### src/rtl/stage_evaluator.sv
// stage_evaluator: per-stage weak-classifier accumulator for the Haar cascade.
// Each cycle one node result picks a left/right leaf value; leaves are summed
// with saturation over the stage and the final sum is compared against the
// stage threshold to produce stage_status.
// Optional feature macro: STAGE_EVAL_NODE_CHECK_EN adds a per-stage node
// counter (node_count) and a sticky mismatch flag (count_err) against
// expected_nodes.
module stage_evaluator #(
  parameter int FEAT_W = 20,
  parameter int VAL_W  = 12,
  parameter int ACC_W  = 16
) (
  input  logic                     clk,
  input  logic                     rst,
  input  logic                     rst_local,
  input  logic                     node_valid,
  input  logic signed [FEAT_W-1:0] feature_sum,
  input  logic signed [FEAT_W-1:0] node_threshold,
  input  logic signed [VAL_W-1:0]  left_val,
  input  logic signed [VAL_W-1:0]  right_val,
  input  logic                     last_node,
  input  logic signed [ACC_W-1:0]  stage_threshold,
`ifdef STAGE_EVAL_NODE_CHECK_EN
  input  logic [7:0]               expected_nodes,
  output logic [7:0]               node_count,
  output logic                     count_err,
`endif
  output logic                     stage_status,
  output logic                     status_valid,
  output logic signed [ACC_W-1:0]  acc,
  output logic                     sat
);

  localparam logic signed [ACC_W-1:0] ACC_MAX = {1'b0, {(ACC_W-1){1'b1}}};
  localparam logic signed [ACC_W-1:0] ACC_MIN = {1'b1, {(ACC_W-1){1'b0}}};

  // Stage 1 registers: selected leaf and its valid/last qualifiers.
  logic signed [VAL_W-1:0] leaf_r;
  logic                    v1;
  logic                    l1;

  // Stage 2 qualifiers that trail the accumulator update by one cycle.
  logic v2;
  logic l2;

  // Saturating-add datapath.
  logic signed [ACC_W:0]   sum_wide;
  logic signed [ACC_W-1:0] acc_next;
  logic                    clamp;

  // Stage 1: choose the leaf from the node comparison and register it.
  // NOTE: sequential state is assigned only with <= so every register samples
  // the pre-edge values of its sources, independent of block ordering.
  always_ff @(posedge clk or posedge rst) begin
    if (rst) begin
      leaf_r <= '0;
      v1     <= 1'b0;
      l1     <= 1'b0;
    end else if (rst_local) begin
      // NOTE: rst_local is a synchronous clear layered under the async rst;
      // it wins over a node presented in the same cycle, which is dropped.
      v1 <= 1'b0;
      l1 <= 1'b0;
    end else begin
      v1 <= node_valid;
      l1 <= node_valid & last_node;
      if (node_valid) begin
        leaf_r <= (feature_sum < node_threshold) ? left_val : right_val;
      end
    end
  end

  // Saturating add of the sign-extended leaf at one extra bit of headroom.
  // NOTE: every output of this block is given a value before any branch so
  // no path can leave one unassigned and infer a latch.
  always_comb begin
    sum_wide = {acc[ACC_W-1], acc} + {{(ACC_W+1-VAL_W){leaf_r[VAL_W-1]}}, leaf_r};
    acc_next = sum_wide[ACC_W-1:0];
    clamp    = 1'b0;
    if (sum_wide[ACC_W] != sum_wide[ACC_W-1]) begin
      clamp    = 1'b1;
      acc_next = sum_wide[ACC_W] ? ACC_MIN : ACC_MAX;
    end
  end

  // Stage 2: accumulate the leaf, track sticky saturation, forward qualifiers.
  always_ff @(posedge clk or posedge rst) begin
    if (rst) begin
      acc <= '0;
      sat <= 1'b0;
      v2  <= 1'b0;
      l2  <= 1'b0;
    end else if (rst_local) begin
      acc <= '0;
      sat <= 1'b0;
      v2  <= 1'b0;
      l2  <= 1'b0;
    end else begin
      v2 <= v1;
      l2 <= l1;
      if (v1) begin
        acc <= acc_next;
        if (clamp) begin
          sat <= 1'b1;
        end
      end
    end
  end

  // Stage 3: compare the completed stage sum and pulse status_valid.
  // stage_status survives rst_local because the control unit samples it then.
  always_ff @(posedge clk or posedge rst) begin
    if (rst) begin
      stage_status <= 1'b0;
      status_valid <= 1'b0;
    end else if (rst_local) begin
      status_valid <= 1'b0;
    end else begin
      status_valid <= v2 & l2;
      if (v2 && l2) begin
        stage_status <= (acc >= stage_threshold);
      end
    end
  end

`ifdef STAGE_EVAL_NODE_CHECK_EN
  // Count accepted nodes and flag a mismatch when the stage result is issued.
  always_ff @(posedge clk or posedge rst) begin
    if (rst) begin
      node_count <= '0;
      count_err  <= 1'b0;
    end else if (rst_local) begin
      node_count <= '0;
      count_err  <= 1'b0;
    end else begin
      if (node_valid && node_count != 8'hFF) begin
        node_count <= node_count + 8'd1;
      end
      if (v2 && l2 && node_count != expected_nodes) begin
        count_err <= 1'b1;
      end
    end
  end
`endif

endmodule
### config.mk
export PLATFORM = sky130hd
export DESIGN_NAME = stage_evaluator
export DESIGN_NICKNAME = d
export VERILOG_FILES = /design/src/rtl/stage_evaluator.sv
export SDC_FILE = /design/constraint.sdc
export NUM_CORES = 1
export LEC_CHECK = 0
export ABC_AREA = 1
export BUFFER_PORTS_ARGS = -buffer_cell sky130_fd_sc_hd__buf_2
export CAP_MARGIN = 15
export CORE_MARGIN = 2
export CORE_UTILIZATION = 53
export DETAILED_ROUTE_END_ITERATION = 10
export GPL_ROUTABILITY_DRIVEN = 0
export GPL_TIMING_DRIVEN = 0
export PLACE_DENSITY = 0.79
export RECOVER_POWER = 100
export SYNTH_ARGS = -nofsm -noshare
export SYNTH_HDL_FRONTEND = slang
export SYNTH_SLANG_ARGS = --single-unit
export TNS_END_PERCENT = 50
### constraint.sdc
create_clock -name clk -period 2.8 [get_ports clk]
set_input_delay 0.28 -clock clk [delete_from_list [all_inputs] [get_ports clk]]
set_output_delay 0.28 -clock clk [all_outputs]
set_load 0.1 [all_outputs]
==> results of run 1 <==
## metal layers
layer / track usage, % / part of all wire (%) / up-vias
li1: - / - / 1830
met1: 26.0 / 43 / 1428
met2: 41.7 / 49 / 108
met3: 3.70 / 7.1 / 5
met4: 5.19 / 0.83 / 0
met5: 0 / 0 / -
## kinds of logic (layout without fill, tap and decap cells)
| kind of cell | Yosys count | in the layout | share of synthesized area [%] |
|---|---|---|---|
| and+or+nand+nor | 259 | 259 | 32.7 |
| xor gates and xnor gates | 12 | 12 | 3.01 |
| AOI/OAI and AO/OA | 55 | 55 | 10.0 |
| adders and majority gates | 52 | 52 | 18.9 |
| buffers and inverters | 89 | 201 | 10.4 |
| DFF | 35 | 35 | 25.1 |
## through the flow
step,util (%),cell area [µm²],setup slack [ns]
global placement,64.6,4100,0.466
finish,65.5,4160,0.318
global route,65.5,4160,0.123
CTS,66.3,4210,0.379
floorplan,-,3490,0.102
detailed placement,65.0,4130,0.392
## power breakdown
part	internal [W]	total, W	switching (W)
Combinational	0.000406	0.00130	0.000898
Sequential	0.000581	0.000666	0.0000848
Clock	0.000174	0.000339	0.000165
Total	0.00116	0.00231	0.00115
## cell type report
| cell class | instances | area [µm²] | share of cell area [%] |
|---|---|---|---|
| inverter | 80 | 300 | 7.22 |
| timing repair buffer | 104 | 493 | 11.9 |
| buffer | 9 | 61.3 | 1.47 |
| tap | 77 | 96.3 | 2.32 |
| sequential | 35 | 876 | 21.1 |
| clock inverter | 1 | 5.00 | 0.120 |
| clock buffer | 7 | 76.3 | 1.84 |
| multi-input combinational | 378 | 2250 | 54.1 |
## sequential cells by signal, summed over array words and instances (netlist names)
signal        count
l2                1
leaf_r           12
stage_status      1
sat               1
status_valid      1
v1                1
l1                1
acc              16
v2                1
## cell usage in the layout, fill, tap and decap left out, types with 2 or more instances in the layout
cell,n
o21ai_0,11
inv_2,7
nand3_1,46
a21oi_1,25
clkbuf_8,5
dfrtp_1,35
ha_1,51
xnor2_1,4
o21ai_2,9
nand2_2,8
clkbuf_1,28
nand4_1,3
a21oi_2,4
and2_1,2
buf_2,85
nand2_4,6
nor2_1,23
nand2_1,166
o21bai_1,2
xor2_1,8
inv_1,73
## how the worst max path moves through the flow
stage	from	to	slack, ns	depth (start not counted)
after floorplan	acc[0]$_DFFE_PP0P_	acc[12]$_DFFE_PP0P_	0.10	15
after global placement	acc[0]$_DFFE_PP0P_	acc[4]$_DFFE_PP0P_	0.47	15
after detailed placement	acc[0]$_DFFE_PP0P_	acc[7]$_DFFE_PP0P_	0.39	15
after CTS	acc[0]$_DFFE_PP0P_	acc[7]$_DFFE_PP0P_	0.38	15
after global routing	acc[0]$_DFFE_PP0P_	acc[8]$_DFFE_PP0P_	0.12	15
final	acc[0]$_DFFE_PP0P_	acc[7]$_DFFE_PP0P_	0.32	15
## worst max-delay path: stages (launching register included)
cell	delay, ns
dfrtp_1	0.42
ha_1	0.25
fa_1	0.41
nand2_1	0.09
nand2_1	0.07
nand3_1	0.10
nand2_1	0.15
nand2_2	0.10
nand3_1	0.11
nand2_4	0.13
inv_1	0.08
nand2_4	0.08
nand2_4	0.08
buf_12	0.15
o21ai_2	0.10
nand2_1	0.06
==> results.py, run 1 <==
metrics = {
    "sta": {
        "slew_headroom_pct": 22.4,
        "fin_tns_setup_ns": 0,
        "setup_viol": 0,
        "final-hold-violation-count": 0,
        "max_freq_mhz": 403,
        "worst_pin_slew_ns": 1.17,
        "period_needed_ns": 2.48,
        "hold-worst-slack_ns": 0.0483,
        "final_max_slew_viol_count": 0,
        "clock-skew-final_ns": 0.00507,
        "rsz0062_at_grt": "no",
        "period_share_pct": 88.6,
    },
    "power_and_ir_drop": {
        "leakage_nw": 2.60,
        "ir_drop_mv": 0.346,
        "power_density_mw_per_mm2": 555,
        "power_w": 0.00231,
    },
    "synthesis": {
        "yosys-top-cells-count": "165 x nand2_1, 72 x inv_1, 51 x ha_1",
        "async_flop_share_pct": 100,
        "synth_seq_cells": 35,
        "ys.flop_type": "dfrtp_1",
        "synthesis.area_mm2": 0.00349,
        "synth_top_cell_by_area": "dfrtp_1",
        "postSynthCellCount": 502,
        "synth_most_common_cell": "nand2_1",
        "synth_fp_nets": 639,
        "yosysUniqueCellTypes": 32,
        "synth_edf_count": 0,
        "yosys-top-cells-area": "dfrtp_1 25%, ha_1 18%, nand2_1 18%",
        "ys_seq_area_share_pct": 25.1,
        "yosysTopAreaCellShare_pct": 25.1,
        "synth_warnings": 0,
        "syn_avg_cell_area_um2": 6.95,
    },
    "floorplanning": {
        "dieArea_mm2": 0.00725,
        "die_x_um": 85.2,
        "initial_core_util_pct": 55.0,
        "fp-row-count": 29,
        "core_mm2": 0.00635,
        "chipHeight_um": 85.2,
        "io_pins": 104,
    },
    "drt": {
        "drtPass1Iterations": 4,
        "routed_wl_um": 7580,
        "wl_per_cell_um": 11.0,
        "drc": 0,
        "via_per_inst": 4.88,
        "vias": 3371,
        "ant_nets": 0,
        "drt_iter0_drc": 94,
    },
    "clock_network": {
        "cts.hold.buffers_added": 0,
        "clockBufferDepth": 2,
        "cts_resized": 0,
        "clk_pin_slew_worst_paths_ns": 0.07,
        "cts_tree": "done",
        "cts_sinks": 35,
        "htreeDepth": 2,
        "clockRootBuffer": "clkbuf_8",
        "clock_latency_ns": 0.29,
        "cts_made_buffers": 5,
        "post_cts_buffers": 0,
    },
    "critical_path": {
        "worstReg2RegStart": "acc[0]$_DFFE_PP0P_",
        "cp_data_arrival_time_ns": 2.65,
        "r2r_slack_ns": 0.32,
        "endpoint_kind": "register",
        "reg2reg_depth": 15,
        "crit_type": "reg -> reg",
        "r2r-end": "acc[7]$_DFFE_PP0P_",
        "cp_max_fo": 10,
        "startpoint_type": "register",
        "crit_required_ns": 2.97,
    },
    "finish": {
        "diodes": 0,
        "nFillCells": 587,
        "fin_cells": 691,
        "drive_gt1_share_pct": 21.5,
        "final_nets": 750,
        "area_growth_pct": 19.1,
    },
    "hold_path": {
        "hold_class": "in -> async",
    },
    "global_route": {
        "gr-total-overflow": 0,
        "grt_pass1_wl_um": 13200,
        "antenna_found_initial": 0,
        "grt_use_total_pct": 22.1,
        "grt_start_max_net_pins": 21,
        "grt_pass1_vias": 3304,
    },
    "placement": {
        "port_buffers": 103,
        "dp_hpwl_um": 6710,
        "dp_cells": 683,
    },
    "status": {
        "status": "complete, no violations",
    },
    "job": {
        "maxCapViolCount": 0,
    },
}
Note: power is estimated with default switching activity, not from simulation.
==> inputs of run 2 (changes only) <==
Settings changed: PLACE_DENSITY 0.79 to 0.86.
==> run 2 against run 1 <==
Effect of this change:
- non-clock buffer count stayed put
- global-route usage is 1.1 points higher
- utilization up 0.16 points
- hold slack improved by 0.0090 ns
==> results.py, run 2 (same netlist as run 1, synthesis figures left out) <==
metrics = {
    "status": {
        "status": "complete, no violations",
    },
    "finish": {
        "layout_commonest_cell": "nand2_1",
        "largest_reg_flops": 16,
        "diodes": 0,
        "final_cell_mix": "166 x nand2_1, 85 x buf_2, 73 x inv_1",
        "final_util_pct": 65.6,
        "drive_gt1_share_pct": 21.8,
        "area_growth_pct": 19.4,
        "fin_cells": 691,
        "final_nets": 750,
        "top_regs": "acc x16, leaf_r x12",
        "regMostFlops": "acc",
    },
    "sta": {
        "final-hold-violation-count": 0,
        "final_max_slew_viol_count": 0,
        "setup_viol": 0,
        "clock-skew-final_ns": 0.0116,
        "rsz0062_at_grt": "no",
        "worst_pin_slew_ns": 1.18,
        "setup_slack_ns": 0.311,
        "slew_headroom_pct": 21.8,
        "fin_tns_setup_ns": 0,
        "period_needed_ns": 2.49,
        "period_share_pct": 88.9,
        "max_freq_mhz": 402,
    },
    "drt": {
        "wl_per_cell_um": 11.4,
        "drtPass1Iterations": 4,
        "vias": 3469,
        "drc": 0,
        "ant_nets": 0,
        "routed_wl_um": 7910,
        "via_per_inst": 5.02,
        "drt_iter0_drc": 101,
    },
    "clock_network": {
        "cts_tree": "done",
        "cts.hold.buffers_added": 0,
        "clockRootBuffer": "clkbuf_8",
        "cts_resized": 0,
        "clockBufferDepth": 2,
        "cts_sinks": 35,
        "clock_latency_ns": 0.30,
        "post_cts_buffers": 0,
        "clk_pin_slew_worst_paths_ns": 0.08,
        "htreeDepth": 2,
        "cts_made_buffers": 5,
    },
    "placement": {
        "port_buffers": 103,
        "dp_cells": 683,
        "place_ws_ns": 0.434,
        "dp_hpwl_um": 6930,
    },
    "critical_path": {
        "crit_type": "reg -> reg",
        "crit_required_ns": 3.03,
        "r2r_slack_ns": 0.31,
        "worstReg2RegStart": "acc[0]$_DFFE_PP0P_",
        "endpoint_kind": "register",
        "cp_data_arrival_time_ns": 2.72,
        "startpoint_type": "register",
        "r2r-end": "acc[7]$_DFFE_PP0P_",
        "cp_max_fo": 10,
        "reg2reg_depth": 14,
    },
    "power_and_ir_drop": {
        "ir_drop_mv": 0.437,
        "leakage_nw": 2.61,
        "power_density_mw_per_mm2": 571,
    },
    "floorplanning": {
        "dieArea_mm2": 0.00725,
        "fp-row-count": 29,
        "initial_core_util_pct": 55.0,
        "chipHeight_um": 85.2,
        "io_pins": 104,
        "die_x_um": 85.2,
        "core_mm2": 0.00635,
    },
    "job": {
        "maxCapViolCount": 0,
    },
    "global_route": {
        "grt_pass1_wl_um": 13800,
        "gr-total-overflow": 0,
        "grt_use_total_pct": 23.3,
        "grt_start_max_net_pins": 19,
        "antenna_found_initial": 0,
        "grt_pass1_vias": 3373,
    },
    "hold_path": {
        "hold_class": "in -> async",
    },
}
-- run 2: changes by cell type in the layout (fill, tap and decap cells not counted) --
cell / change
nand2_4: -1
a21oi_2: +1
clkbuf_1: -2
a21oi_4: -1
nand2_2: +1
clkinvlp_4: +1
clkinv_2: -1
clkbuf_8: +2
-- run 2: area by class of cell --
cell class	count	area, µm²
Buffer	9	61.3
Clock buffer	7	96.3
Clock inverter	1	7.51
Fill cell	573	2180
Inverter	80	300
Multi-Input combinational cell	378	2240
Sequential cell	35	876
Tap cell	77	96.3
Timing Repair Buffer	104	493
-- run 2: worst max path at each step --
stage / start / endpoint / slack [ns] / depth (start not counted)
final: acc[0]$_DFFE_PP0P_ / acc[7]$_DFFE_PP0P_ / 0.31 / 14
after global routing: acc[0]$_DFFE_PP0P_ / acc[11]$_DFFE_PP0P_ / 0.15 / 14
after CTS: acc[0]$_DFFE_PP0P_ / acc[7]$_DFFE_PP0P_ / 0.42 / 15
after detailed placement: acc[0]$_DFFE_PP0P_ / acc[7]$_DFFE_PP0P_ / 0.43 / 15
after global placement: acc[0]$_DFFE_PP0P_ / acc[12]$_DFFE_PP0P_ / 0.48 / 15
after floorplan: acc[0]$_DFFE_PP0P_ / acc[12]$_DFFE_PP0P_ / 0.10 / 15
-- run 2: through the flow --
stage / hold slack, ns / power (W) / instance area [µm²]
after floorplan: 0.336 / 0.00172 / 3490
after global placement: 0.450 / 0.00196 / 4100
after detailed placement: 0.440 / 0.00200 / 4130
after CTS: 0.125 / 0.00242 / 4230
after global routing: 0.121 / 0.00256 / 4170
final: 0.0574 / 0.00238 / 4170
-- run 2: per-layer routing --
metal	GRT usage, %	vias up	share of wire [%]
met5	0	-	0
li1	-	1825	-
met2	42.3	121	48
met3	5.54	15	6.9
met4	7.50	0	2.2
met1	26.8	1508	43
-- run 2: power breakdown --
group	internal, W	switching (W)
sequential	0.000580	0.0000859
clock	0.000223	0.000185
combinational	0.000404	0.000903
total	0.00121	0.00117
-- run 2: critical path: stages, from the launching register on --
cell and delay (ns):
dfrtp_1 0.41, ha_1 0.24, fa_1 0.41, nand2_1 0.09, nand2_1 0.06, nand3_1 0.10, nand2_2 0.10, nand2_2 0.08
nand2_1 0.05, nand2_1 0.05, nand2_1 0.13, a21oi_2 0.35, buf_6 0.21, o21ai_2 0.06, nand2_1 0.06
==> inputs of run 3 (changes only) <==
Settings changed: CORE_UTILIZATION 53 to 40, PLACE_DENSITY 0.86 to 0.69.
==> run 3 against run 2 <==
Effect of this change:
- worst setup slack better by 0.0056 ns
- critical path depth did not move
- non-clock buffer count unchanged
- sequential share of layout area shrank 0.18 points
- utilization decreased by 17 points
- register-to-register slack about the same
- critical path type unchanged
- critical endpoint is now acc[11]$_DFFE_PP0P_
- largest cell class unchanged
- highest routed layer unchanged
==> results.py, run 3 (same netlist as run 1, synthesis figures left out) <==
metrics = {
    "finish": {
        "largest_reg_flops": 16,
        "final_cell_mix": "166 x nand2_1, 86 x buf_2, 73 x inv_1",
        "diodes": 0,
        "multi_input_area_mm2": 0.00224,
        "top_regs": "acc x16, leaf_r x12",
        "ff_latch_area_um2": 876,
        "drive_gt1_share_pct": 22.0,
        "layout_commonest_cell": "nand2_1",
        "final_nets": 750,
        "regMostFlops": "acc",
        "area_growth_pct": 20.4,
        "nFillCells": 885,
    },
    "floorplanning": {
        "initial_core_util_pct": 40.6,
        "io_pins": 104,
        "fp-row-count": 34,
        "core_mm2": 0.00859,
        "dieArea_mm2": 0.00949,
        "chipHeight_um": 97.4,
        "die_x_um": 97.4,
    },
    "sta": {
        "period_share_pct": 88.7,
        "final_max_slew_viol_count": 0,
        "setup_viol": 0,
        "clock-skew-final_ns": 0.00541,
        "final-hold-violation-count": 0,
        "worst_pin_slew_ns": 1.20,
        "max_freq_mhz": 403,
        "slew_headroom_pct": 20.4,
        "rsz0062_at_grt": "no",
        "hold-worst-slack_ns": 0.0864,
        "period_needed_ns": 2.48,
        "fin_tns_setup_ns": 0,
    },
    "critical_path": {
        "path_common_cell": "nand2_1",
        "cp_max_fo": 10,
        "crit_type": "reg -> reg",
        "endpoint_kind": "register",
        "crit_required_ns": 3.03,
        "critPathMaxStageDelay_ns": 0.42,
        "crit_slowest_cell": "dfrtp_1",
        "startpoint_type": "register",
        "path_cells": "ha_1 -> fa_1 -> nand2_1 -> nand2_1 -> nand3_1 -> nand2_2 -> nand2_2 -> nand2_1 -> nand2_1 -> nand2_1 -> a21oi_2 -> buf_6 -> o21ai_2 -> nand2_1",
        "cp_data_arrival_time_ns": 2.71,
    },
    "global_route": {
        "grt_use_total_pct": 18.4,
        "grt_pass1_wl_um": 14600,
        "antenna_found_initial": 0,
        "gr-total-overflow": 0,
        "grt_start_max_net_pins": 19,
        "grt_pass1_vias": 3431,
    },
    "clock_network": {
        "clockRootBuffer": "clkbuf_8",
        "cts.hold.buffers_added": 0,
        "clk_pin_slew_worst_paths_ns": 0.08,
        "clock_latency_ns": 0.29,
        "htreeDepth": 2,
        "clockBufferDepth": 2,
        "cts_tree": "done",
        "cts_resized": 0,
        "cts_sinks": 35,
        "post_cts_buffers": 0,
        "cts_made_buffers": 5,
    },
    "drt": {
        "ant_nets": 0,
        "drt_iter0_drc": 101,
        "wl_per_cell_um": 11.8,
        "via_per_inst": 4.78,
        "routed_wl_um": 8500,
        "vias": 3449,
        "drtPass1Iterations": 4,
        "drc": 0,
    },
    "power_and_ir_drop": {
        "leakage_nw": 2.61,
        "power_density_mw_per_mm2": 565,
        "ir_drop_mv": 0.198,
    },
    "placement": {
        "port_buffers": 103,
        "dp_hpwl_um": 7340,
    },
    "hold_path": {
        "hold_class": "in -> async",
    },
    "status": {
        "status": "complete, no violations",
    },
    "job": {
        "maxCapViolCount": 0,
    },
}
==> run 3: layout make-up <==
type / count / share of cell area (%)
Inverter: 80 / 7.14
Tap cell: 108 / 3.22
Sequential cell: 35 / 20.8
Clock buffer: 6 / 1.96
Timing Repair Buffer: 104 / 11.8
Clock inverter: 2 / 0.387
Multi-Input combinational cell: 378 / 53.2
Buffer: 9 / 1.46
==> run 3: layer usage <==
metal  up-vias  global-route usage, %  wire length (µm)
met1      1509                   20.9              3780
met2       106                   34.5              4080
li1       1825                      -                 -
met5         -                      0                 0
met4         0                   4.49                87
met3         9                   4.53               555
==> run 3: where the power goes <==
part           internal, W  switching [W]  total, W  leakage [nW]
combinational     0.000403       0.000906   0.00131          2.10
clock             0.000201       0.000196  0.000397        0.0474
sequential        0.000580      0.0000868  0.000667         0.461
total              0.00118        0.00119   0.00237          2.61
==> run 3: per-stage QoR <==
stage | instance area, µm² | instances | total power [W] | utilization (%) | worst slack (ns)
after floorplan | 3490 | 502 | 0.00172 | - | 0.102
after global placement | 4140 | 713 | 0.00197 | 48.2 | 0.462
after detailed placement | 4170 | 714 | 0.00201 | 48.5 | 0.447
after CTS | 4270 | 722 | 0.00242 | 49.7 | 0.424
after global routing | 4200 | 722 | 0.00255 | 48.9 | 0.145
final | 4200 | 722 | 0.00237 | 48.9 | 0.316
==> run 3: path summary, 6_finish.rpt <==
path	cells after the start	to	startpoint	slack, ns
min in group clk	3	l1$_DFF_PP0_	last_node	0.21
worst max register to register	14	acc[11]$_DFFE_PP0P_	acc[0]$_DFFE_PP0P_	0.32
worst min register to register	2	leaf_r[6]$_DFFE_PP0P_	leaf_r[6]$_DFFE_PP0P_	0.49
worst max-delay path	14	acc[11]$_DFFE_PP0P_	acc[0]$_DFFE_PP0P_	0.32
max in group asynchronous	3	acc[14]$_DFFE_PP0P_	rst	1.44
worst min-delay path	2	acc[0]$_DFFE_PP0P_	rst	0.09
==> run 3: worst max-delay path, delay by kind of cell, from the launching register on <==
| kind | cells | cell delay [ns] |
|---|---|---|
| DFF | 1 | 0.42 |
| AOI/OAI and AO/OA | 2 | 0.41 |
| and+or+nand+nor | 9 | 0.73 |
| adders and majority gates | 2 | 0.64 |
| buffers and inverters | 1 | 0.21 |
